`src/rtl/array_reduce_pkg.sv`:
```
// Purpose : shared types and helpers for the array stream reducer.
// Latency : n/a (types and pure functions only).
// Backpr. : n/a.
// Contents: red_op_e operator codes, red_state_e FSM states, op_sel decode,
//           identity element per operator.
package array_reduce_pkg;

    // Identity values are produced at this width and narrowed by the caller,
    // so the reducer supports result widths up to RED_MAX_W bits.
    localparam int RED_MAX_W = 64;

    typedef enum logic [2:0] {
        RED_SUM     = 3'd0,
        RED_PRODUCT = 3'd1,
        RED_AND     = 3'd2,
        RED_OR      = 3'd3,
        RED_XOR     = 3'd4
    } red_op_e;

    typedef enum logic [1:0] {
        ST_FILL   = 2'd0,
        ST_REDUCE = 2'd1,
        ST_HOLD   = 2'd2
    } red_state_e;

    // Reserved encodings 5-7 fold as SUM.
    function automatic red_op_e red_decode(input logic [2:0] sel);
        case (sel)
            3'd1:    return RED_PRODUCT;
            3'd2:    return RED_AND;
            3'd3:    return RED_OR;
            3'd4:    return RED_XOR;
            default: return RED_SUM;
        endcase
    endfunction

    // All-ones for AND stays all-ones after narrowing to any result width.
    function automatic logic [RED_MAX_W-1:0] red_identity(input red_op_e op);
        case (op)
            RED_PRODUCT: return {{(RED_MAX_W-1){1'b0}}, 1'b1};
            RED_AND:     return {RED_MAX_W{1'b1}};
            default:     return '0;
        endcase
    endfunction

endpackage

```
`src/rtl/reduce_alu.sv`:
```
// Purpose : one fold step, acc OP elem, all arithmetic modulo 2^RW.
// Latency : combinational.
// Backpr. : none (pure function of its inputs).
// Ports   : op - operator; acc - running accumulator; elem - extended element;
//           result - next accumulator value.
module reduce_alu
    import array_reduce_pkg::*;
#(
    parameter int RW = 32
) (
    input  red_op_e         op,
    input  logic [RW-1:0]   acc,
    input  logic [RW-1:0]   elem,
    output logic [RW-1:0]   result
);

    // Assigning to an RW-wide result keeps only the low RW bits, so SUM and
    // PRODUCT wrap silently without saturation.
    always_comb begin
        result = acc + elem;
        case (op)
            RED_PRODUCT: result = acc * elem;
            RED_AND:     result = acc & elem;
            RED_OR:      result = acc | elem;
            RED_XOR:     result = acc ^ elem;
            default:     result = acc + elem;
        endcase
    end

endmodule

```
`src/rtl/array_stream_reducer.sv`:
```
// Purpose : buffers a frame of up to DEPTH elements, then folds it with the
//           operator sampled on the closing beat and returns one result.
// Latency : closing beat accepted in cycle T -> res_valid high in cycle T+count+2.
// Backpr. : in_ready is low from frame close until the result handshake;
//           res_* hold steady while res_valid && !res_ready.
// Ports   : in_valid/in_ready/in_data/in_keep/in_last/op_sel - element stream;
//           res_valid/res_ready/res_data/res_count/res_overflow - frame result.
module array_stream_reducer
    import array_reduce_pkg::*;
#(
    parameter int DW     = 8,
    parameter int RW     = 32,
    parameter int DEPTH  = 8,
    parameter int SIGNED = 0
) (
    input  logic                         clk,
    input  logic                         rst_n,
    input  logic                         in_valid,
    output logic                         in_ready,
    input  logic [DW-1:0]                in_data,
    input  logic                         in_keep,
    input  logic                         in_last,
    input  logic [2:0]                   op_sel,
    output logic                         res_valid,
    input  logic                         res_ready,
    output logic [RW-1:0]                res_data,
    output logic [$clog2(DEPTH+1)-1:0]   res_count,
    output logic                         res_overflow
);

    localparam int CW = $clog2(DEPTH + 1);
    localparam int IW = (DEPTH > 1) ? $clog2(DEPTH) : 1;
    localparam logic [CW-1:0] DEPTH_C = CW'(DEPTH);

    red_state_e     state, state_nxt;
    red_op_e        op_q, op_dec;
    logic [CW-1:0]  count, idx;
    logic           overflow;
    logic [RW-1:0]  acc, alu_out, elem_ext, elem_rd, ident;
    logic [RW-1:0]  buf_mem [DEPTH];
    logic           accept, store;

    assign op_dec = red_decode(op_sel);
    assign ident  = RW'(red_identity(op_dec));

    generate
        if (SIGNED != 0) begin : g_sext
            assign elem_ext = RW'($signed(in_data));
        end else begin : g_zext
            assign elem_ext = RW'(in_data);
        end
    endgenerate

    // Only slots below count are ever read, so the buffer needs no reset.
    // count < DEPTH whenever store is set, so the narrowed index is exact.
    assign store = accept && in_keep && (count < DEPTH_C);

    always_ff @(posedge clk) begin
        if (store) begin
            buf_mem[count[IW-1:0]] <= elem_ext;
        end
    end

    // idx may equal count (== DEPTH) on the final REDUCE cycle; the read is
    // then unused, so the wrapped index is harmless.
    assign elem_rd = buf_mem[idx[IW-1:0]];

    reduce_alu #(
        .RW (RW)
    ) u_alu (
        .op     (op_q),
        .acc    (acc),
        .elem   (elem_rd),
        .result (alu_out)
    );

    always_comb begin
        state_nxt = state;
        in_ready  = (state == ST_FILL);
        accept    = in_valid && (state == ST_FILL);
        case (state)
            ST_FILL:   if (accept && in_last) state_nxt = ST_REDUCE;
            ST_REDUCE: if (idx == count)      state_nxt = ST_HOLD;
            ST_HOLD:   if (res_ready)         state_nxt = ST_FILL;
            default:                          state_nxt = ST_FILL;
        endcase
    end

    always_ff @(posedge clk or negedge rst_n) begin
        if (!rst_n) begin
            state <= ST_FILL;
        end else begin
            state <= state_nxt;
        end
    end

    always_ff @(posedge clk or negedge rst_n) begin
        if (!rst_n) begin
            count        <= '0;
            overflow     <= 1'b0;
            op_q         <= RED_SUM;
            acc          <= '0;
            idx          <= '0;
            res_valid    <= 1'b0;
            res_data     <= '0;
            res_count    <= '0;
            res_overflow <= 1'b0;
        end else begin
            case (state)
                ST_FILL: begin
                    if (accept) begin
                        // The closing beat's own element obeys the same
                        // store-or-drop rule as every other beat.
                        if (store) begin
                            count <= count + 1'b1;
                        end else if (in_keep) begin
                            overflow <= 1'b1;
                        end
                        if (in_last) begin
                            op_q <= op_dec;
                            acc  <= ident;
                            idx  <= '0;
                        end
                    end
                end
                ST_REDUCE: begin
                    if (idx != count) begin
                        acc <= alu_out;
                        idx <= idx + 1'b1;
                    end else begin
                        res_data     <= acc;
                        res_count    <= count;
                        res_overflow <= overflow;
                        res_valid    <= 1'b1;
                    end
                end
                ST_HOLD: begin
                    // res_data/res_count/res_overflow keep their values after
                    // the handshake; only the frame bookkeeping clears.
                    if (res_ready) begin
                        res_valid <= 1'b0;
                        count     <= '0;
                        overflow  <= 1'b0;
                    end
                end
                default: ;
            endcase
        end
    end

endmodule

```
`config.mk`:
```
export PLATFORM = sky130hd
export DESIGN_NAME = array_stream_reducer
export DESIGN_NICKNAME = d
export VERILOG_FILES = /design/src/rtl/array_reduce_pkg.sv /design/src/rtl/reduce_alu.sv /design/src/rtl/array_stream_reducer.sv
export SDC_FILE = /design/constraint.sdc
export NUM_CORES = 1
export LEC_CHECK = 0
export CORE_MARGIN = 1.5
export CORE_UTILIZATION = 45
export DETAILED_ROUTE_END_ITERATION = 7
export GPL_TIMING_DRIVEN = 1
export PLACE_DENSITY = 0.67
export SYNTH_ARGS = -nofsm -noshare
export SYNTH_HDL_FRONTEND = slang
export SYNTH_SLANG_ARGS = --single-unit
```
`constraint.sdc`:
```
create_clock -name clk -period 11.1 [get_ports clk]
set_input_delay 3.33 -clock clk [delete_from_list [all_inputs] [get_ports clk]]
set_output_delay 3.33 -clock clk [all_outputs]
set_load 0.005 [all_outputs]
```
==> flow_metrics.tcl <==
set metrics [dict create \
    cts_sinks 148 \
    grt_pass1_vias 11600 \
    insertion_delay_ns 0.44 \
    grtUsageMet1_pct 33.83 \
    async_reset_ff_share_pct 56.76 \
    synth_top_area_share_pct 20.28 \
    num_rows 66 \
    coreArea_mm2 0.03278 \
    mostFrequentLayoutCells "inv_1, ha_1, nand2_1, fa_1, nor2_1" \
    cts_tree "yes" \
    slew_violations 0 \
    cp-startpoint "idx[1]$_DFFE_PN0P_" \
    grt_pass1_wl_um 64030 \
    rsz0062_at_grt "no" \
    drv_cap 0 \
    crit_path_end_kind "register" \
    drt-pass1-iter-count 5 \
    timing.critical_path.arrival_ns 8.53 \
    ys_types 72 \
    port_buffers 55 \
    setup_viol 0 \
    cts_hold_buf 0 \
    postCtsResizedCells 0 \
    synth_area_mm2 0.01510 \
    timing.rr.start "idx[1]$_DFFE_PN0P_" \
    die_area_mm2 0.03466 \
    synth_ff_type "dfrtp_1" \
    min_from "res_data[5]$_DFFE_PN0P_" \
    clockRootBuffer "clkbuf_16" \
    drt_iter0_markers 885 \
    finalWirelength_um 39450 \
    die_w_um 186.2 \
    antenna_found_initial 1 \
    syn-num-nets 1872 \
    post-cts-setup-buffers 0 \
    cp_max_fo 21 \
    cts_made_buffers 17 \
    drive_above_1_share_pct 6.971 \
    seq_area_frac_synth_pct 26.65 \
    wire_per_inst_um 19.53 \
    ant_nets 0 \
    hold_viol 0 \
    slowest_stage "dfrtp_1" \
    met3_usage_pct 3.777 \
    relSlewSlack_pct 31.07 \
    period_share_pct 73.83 \
    status "finished clean" \
    vias 11280 \
    syn2layout_area_growth_pct 10.50 \
    timing.critical_path.mode_cell "fa_1" \
    tns_ns 0 \
    htreeDepth 4 \
    synth_largest_area_cell "fa_1" \
    crit_path_start_kind "register" \
    place_congestion 0.9184 \
    nFillCells 2988 \
    vias_per_cell 5.585 \
    slowest_delay_ns 0.91 \
    hp-class "reg2reg" \
    overflow 0 \
    crit_required_ns 11.43 \
    avgSynthCellArea_um2 9.780 \
    n_antenna_cell 0 \
    synth_area_leaders "fa_1, dfrtp_1, ha_1" \
    clock_path_buffers 2 \
    finClkSkew_ns 0.02289 \
    start_util_pct 46.06 \
    mostFrequentLayoutCell "inv_1" \
    yosys_register_bits 148 \
    worst_slew_pin_slew_ns 1.030 \
    synthCells 1544 \
    grtUsageTotal_pct 24.30 \
    worstSetupPathType "reg2reg" \
    fin_nets 1893 \
    ys.warnings.count 0 \
    gr-max-usage-layer "met2" \
    grt_max_degree 45 \
    dp_hpwl_um 28620 \
    clk_pin_slew_worst_paths_ns 0.09 \
    synth_edf_count 64 \
    drcViolationCount 0 \
    pin_count 56 \
    finalCriticalPeriod_ns 8.195 \
    max_freq_ghz 0.1220 \
    die_h_um 186.2 \
    grt_use_met2_pct 39.70 \
]
## synth_stat cells, drive strengths merged, types with 5 or more instances
library cell  instances
o21ai                81
inv                 193
a31oi                 6
and2b                 5
clkbuf               59
xnor2                43
xor2                 24
clkinv                7
nand4                10
edfxtp               64
dfrtp                84
a21oi                58
nor3                 18
o31ai                 5
a21boi                5
a21o                 14
and2                 33
nor2b                52
a211oi                6
nand3                12
o21a                  6
o22ai                15
nand2               157
mux2                 26
or3                   7
mux2i                10
nand2b               12
mux4                 14
buf                  11
fa                  153
nor2                126
a22oi                12
o211ai               10
ha                  158
## state kept, by name, summed over array words and instances (netlist names)
| name | flops |
|---|---|
| res_valid | 1 |
| res_overflow | 1 |
| op_q | 3 |
| acc | 32 |
| res_count | 4 |
| idx | 4 |
| buf_mem | 64 |
| state | 2 |
| res_data | 32 |
| overflow | 1 |
| count | 4 |
## final timing paths
check / to / slack (ns) / cells after the start
min: res_data[5]$_DFFE_PN0P_ / 0.49 / 2
max: acc[25]$_DFFE_PN0P_ / 2.91 / 25
min reg2reg: res_data[5]$_DFFE_PN0P_ / 0.49 / 2
max in group asynchronous: acc[8]$_DFFE_PN0P_ / 7.17 / 2
min in group asynchronous: res_valid$_DFFE_PN0P_ / 2.88 / 1
max reg2reg: acc[25]$_DFFE_PN0P_ / 2.91 / 25
## routing by layer
layer  up-vias  wire [µm]
met2       415      18370
met4         0        745
met1      5633      17910
met3        45       2420
li1       5188          -
met5         -          0
## through the flow
stage	instance area, µm²	worst slack (ns)	util (%)	hold WS [ns]	instances
CTS	16690	2.925	50.90	0.4875	2020
detailed placement	16070	2.978	49.02	0.4724	1988
floorplan	15100	4.029	-	0.4622	1544
finish	16690	2.905	50.90	0.4878	2020
global route	16690	2.489	50.90	0.5157	2020
global placement	16070	3.166	49.02	0.4598	1988
## critical path: cells and delay by family (launching register included)
family / cells / cell delay [ns]
fa+ha+maj: 8 / 3.39
compound gates: 7 / 1.68
simple gates: 3 / 0.64
mux: 2 / 0.92
flops: 1 / 0.91
buf+inv: 5 / 0.55
## final cells by class
type                            instances  area [µm²]  area share (%)
Clock inverter                         15       190.2           1.140
Sequential cell                       148        4024           24.12
Clock buffer                           17       425.4           2.549
Multi-Input combinational cell       1126       10070           60.33
Timing Repair Buffer                   72       675.6           4.049
Inverter                              200       750.7           4.499
Tap cell                              442       553.0           3.314
## logic make-up after synthesis
logic type	count (synthesis)	synth area share, %
buffers and inverters	270	6.861
multiplexers	50	4.905
flip-flops	148	26.65
XOR/XNOR	68	4.085
AO/OA/AOI/OAI	248	10.18
adder cells (fa/ha/maj)	312	33.44
AND/OR/NAND/NOR	448	13.89
Power is left out: the tool's default activity adds up to more than one toggle a clock period on the data nets, which glitch-free logic cannot reach.
